<file path="config.mk">
export PLATFORM = sky130hd
export DESIGN_NAME = binary_word_serializer
export DESIGN_NICKNAME = d
export VERILOG_FILES = /design/src/rtl/binary_word_serializer.sv
export SDC_FILE = /design/constraint.sdc
export NUM_CORES = 1
export LEC_CHECK = 0
export BUFFER_PORTS_ARGS = -buffer_cell sky130_fd_sc_hd__buf_2
export CAP_MARGIN = 20
export CORE_MARGIN = 2
export CORE_UTILIZATION = 51
export DETAILED_ROUTE_END_ITERATION = 8
export HOLD_SLACK_MARGIN = 0.06
export PLACE_DENSITY = 0.75
export SYNTH_ARGS = -nofsm -noshare
export SYNTH_HDL_FRONTEND = slang
export SYNTH_SLANG_ARGS = --single-unit
</file>
<file path="constraint.sdc">
create_clock -name Clock -period 2.5 [get_ports Clock]
set_clock_uncertainty 0.1 [all_clocks]
set_input_delay 0.125 -clock Clock [delete_from_list [all_inputs] [get_ports Clock]]
set_output_delay 0.125 -clock Clock [all_outputs]
set_load 0.02 [all_outputs]
</file>
<file path="src/rtl/binary_word_serializer.sv">
// -----------------------------------------------------------------------------
// binary_word_serializer
//
// Upstream feeder for the serial divisibility-by-7 checker. It accepts a
// parallel word on a Start/Ready handshake and pulses Clear to reset the
// checker. It then shifts the word out MSB-first on String, one bit per clock.
// Done is raised in the cycle where the checker's result reflects the whole
// word.
//
// Optional feature macro: SERIALIZER_SKID_EN
//   Defined   : one-entry skid buffer. Ready = !pending in every state, and
//               back-to-back words run every WIDTH+2 cycles.
//   Undefined : no skid buffer. Ready is high only in IDLE.
//
// Ports:
//   Clock     in   system clock, rising edge
//   Reset     in   asynchronous active-low reset
//   Start     in   load request; accepted when Start && Ready at a rising edge
//   Data_In   in   [WIDTH-1:0] word to serialize, sampled only on acceptance
//   Ready     out  block can accept a word this cycle
//   Clear     out  one-cycle pulse, checker synchronous reset
//   String    out  serial data bit, MSB first
//   Bit_Valid out  String carries a data bit this cycle
//   Last      out  String carries bit 0 this cycle
//   Done      out  one-cycle pulse, checker result valid this cycle
// -----------------------------------------------------------------------------
module binary_word_serializer #(
    parameter int unsigned WIDTH = 8
) (
    input  logic             Clock,
    input  logic             Reset,
    input  logic             Start,
    input  logic [WIDTH-1:0] Data_In,
    output logic             Ready,
    output logic             Clear,
    output logic             String,
    output logic             Bit_Valid,
    output logic             Last,
    output logic             Done
);

    localparam int unsigned CW = $clog2(WIDTH);

    typedef enum logic [1:0] {
        StIdle,
        StClear,
        StShift,
        StDone
    } state_e;

    state_e           r_state;
    logic [CW-1:0]    r_cnt;
    logic [WIDTH-1:0] r_shift;
    logic             w_accept;

`ifdef SERIALIZER_SKID_EN
    logic             r_pending;
    logic [WIDTH-1:0] r_skid;

    assign Ready = !r_pending;
`else
    assign Ready = (r_state == StIdle);
`endif

    assign w_accept = Start && Ready;

    always_ff @(posedge Clock or negedge Reset) begin
        if (!Reset) begin
            r_state   <= StIdle;
            r_cnt     <= '0;
            r_shift   <= '0;
`ifdef SERIALIZER_SKID_EN
            r_pending <= 1'b0;
            r_skid    <= '0;
`endif
        end else begin
            unique case (r_state)
                StIdle: begin
`ifdef SERIALIZER_SKID_EN
                    // A word taken into the skid during DONE drains from here.
                    if (r_pending) begin
                        r_shift   <= r_skid;
                        r_pending <= 1'b0;
                        r_state   <= StClear;
                    end else
`endif
                    if (w_accept) begin
                        r_shift <= Data_In;
                        r_state <= StClear;
                    end
                end
                StClear: begin
                    r_cnt   <= CW'(WIDTH - 1);
                    r_state <= StShift;
                end
                StShift: begin
                    r_shift <= {r_shift[WIDTH-2:0], 1'b0};
                    if (r_cnt == '0) begin
                        r_state <= StDone;
                    end else begin
                        r_cnt <= r_cnt - 1'b1;
                    end
                end
                StDone: begin
`ifdef SERIALIZER_SKID_EN
                    if (r_pending) begin
                        r_shift   <= r_skid;
                        r_pending <= 1'b0;
                        r_state   <= StClear;
                    end else begin
                        r_state <= StIdle;
                    end
`else
                    r_state <= StIdle;
`endif
                end
                default: r_state <= StIdle;
            endcase

`ifdef SERIALIZER_SKID_EN
            // Ready is low whenever pending is set, so this never collides with
            // the drain above.
            if (w_accept && (r_state != StIdle)) begin
                r_skid    <= Data_In;
                r_pending <= 1'b1;
            end
`endif
        end
    end

    // Outputs are decoded from registered state only.
    assign Clear     = (r_state == StClear);
    assign Bit_Valid = (r_state == StShift);
    assign String    = (r_state == StShift) && r_shift[WIDTH-1];
    assign Last      = (r_state == StShift) && (r_cnt == '0);
    assign Done      = (r_state == StDone);

endmodule

</file>
==> results.cfg <==
[routing]
wl_per_cell_um = 13.6
drt_iter0_markers = 15
dr.pass1.iters = 5
ant_nets = 0
vias_per_cell = 5.84
wl_mm = 1.52
num_vias = 654
post-route-drc-count = 0

[cts]
htreeDepth = 1
cts.sinks = 13
clk_latency_ps = 270
clk_pin_slew_worst_paths_ps = 80
cts_buffers = 3
clockBufferDepth = 2
cts_setup_buffers = 0
cts-root-buf = clkbuf_4
cts_tree = yes

[sta]
slew_headroom = 0.633
setup_viol = 0
min_period_over_period = 0.783
rsz0062_at_grt = false
tightest_slew_ps = 551
fin_hold_ws_ps = 87.5
maxSlewViolCount = 0
tns_ps = 0
fin_crit_ps = 1960
hold_viol_final = 0
fmax_ghz = 0.511

[logic_synthesis]
synth_cells = 76
ys.flop_type = dfrtp_1
ys_types = 26
syn_area_per_cell_um2 = 10.7
ys_ff_latch = 13
yosys_warnings = 0
synth_area_um2 = 810
ys_seq_area_frac = 0.402
synth_edf_count = 0
async_flop_share = 1.00
synth_nets = 93

[place]
dp_cells = 104
placed_cell_area_um2 = 892
post-dp-hpwl_mm = 1.04
port_buffers = 16
routabilityCongestion = 0.765

[critical_path]
start_kind = register
r2r_setup_slack_ps = 540
worstSetupPathType = register to register
cp.required_ps = 2560
reg2reg_depth = 5
reg2reg_from = r_state[1]
critPathMaxFanout = 16
cp_data_arrival_time_ps = 2020
rr_endpoint = r_shift[4]
end_kind = register

[global_route]
grt_antenna_before_repair = 0
grt_usage = 0.177
gr-total-overflow = 0
grt_max_degree = 21
grt_pass1_vias = 563
grt_pass1_wl_mm = 2.49

[min_path]
min_from = Start
min_to = r_shift[3]
whs_path_depth = 3
hp-class = primary input to register

[final_layout]
final_cells = 112
layout_commonest_cell = buf_2
synthToLayoutAreaGrowth_pct = 18.4
fillers = 121
post-route-cell-area_um2 = 958
final_util = 0.644
final_nets = 114
layout_common_cells = 16 x buf_2, 13 x dfrtp_1, 6 x o22a_1, 6 x ha_1
drive_gt1_frac = 0.260
antenna_cells = 0

[run]
max_cap_violations = 0

[outcome]
outcome = complete, no violations

[die]
initial_core_util = 0.544
die-area_um2 = 1920
dieWidth_um = 43.8
core_area_um2 = 1490
io_pins = 17
die_h_um = 43.8
num_rows = 14

[pwr]
p_leak_nw = 0.447
vdd_ir_drop_max_mv = 0.706
p_per_area_nw_per_um2 = 1270
==> registers in the layout, indices dropped and copies added (netlist names) <==
name,flops
r_state,2
r_shift,8
r_cnt,3
==> layer usage <==
layer / part of all wire / vias up / GRT usage
met3: 0.047 / 4 / 0.0250
met4: 0.0092 / 0 / 0.0909
li1: - / 321 / -
met5: 0 / - / 0
met2: 0.42 / 16 / 0.253
met1: 0.52 / 313 / 0.257
==> cell usage after synthesis, types with 2 or more instances <==
cell      number  share of area
nand4b_1       2          0.022
ha_1           6          0.093
a21oi_1        3          0.019
nand3b_1       5          0.046
nor2_1         2         0.0093
nand3_1        4          0.025
inv_1          4          0.019
buf_2          5          0.031
nand2_1        2         0.0093
o221a_1        5          0.070
mux2_4         2          0.037
nor3b_1        2          0.019
nor3_1         2          0.012
dfrtp_1       13           0.40
o21ai_1        3          0.019
o22a_1         6          0.065
==> cell type report <==
class                           instances  area, um^2  share of cell area
Timing Repair Buffer                   21         128               0.133
Clock buffer                            4        26.3              0.0274
Tap cell                               16        20.0              0.0209
Multi-Input combinational cell         54         444               0.463
Sequential cell                        13         325               0.339
Inverter                                4        15.0              0.0157
==> stage by stage <==
step	setup WS (ps)	power, mW
4_1_cts	553	1.22
5_1_grt	420	1.32
6_report	544	1.22
3_3_place_gp	651	1.06
3_5_place_dp	562	1.09
2_1_floorplan	863	0.959
==> power breakdown <==
group	leakage, nW	switching [mW]	total [mW]	internal (mW)
clock	0.0150	0.0693	0.131	0.0618
combinational	0.286	0.356	0.700	0.344
sequential	0.146	0.0756	0.389	0.313
==> cells by family after synthesis <==
logic type               synth area share
buffers and inverters              0.0494
flip-flops                          0.402
AND/OR/NAND/NOR                     0.206
XOR/XNOR                           0.0108
adder cells (fa/ha/maj)            0.0927
multiplexers                       0.0495
AO/OA/AOI/OAI                       0.190
==> timing repair <==
item / 4_1_cts / 5_1_grt
endpoints found under the hold margin: 16 / 0
hold buffers: 4 / 0
resized for setup: 0 / 0
==> critical path: stages, from the launching register on <==
cell     delay, ps
dfrtp_1        430
inv_1          100
ha_1           510
nand2_1        250
o22a_1         230
o221a_1        230
==> how the worst max path moves through the flow <==
stage,start,to,slack [ps],cells past startpoint
finish,r_state[1],r_shift[4],540,5
global route,r_state[1],r_shift[4],420,5
CTS,r_state[1],r_shift[4],550,5
detailed placement,r_state[1],r_shift[4],560,5
global placement,r_state[0],r_shift[4],650,5
floorplan,r_state[0],Last,860,5
(Power assumes the default switching activity.)
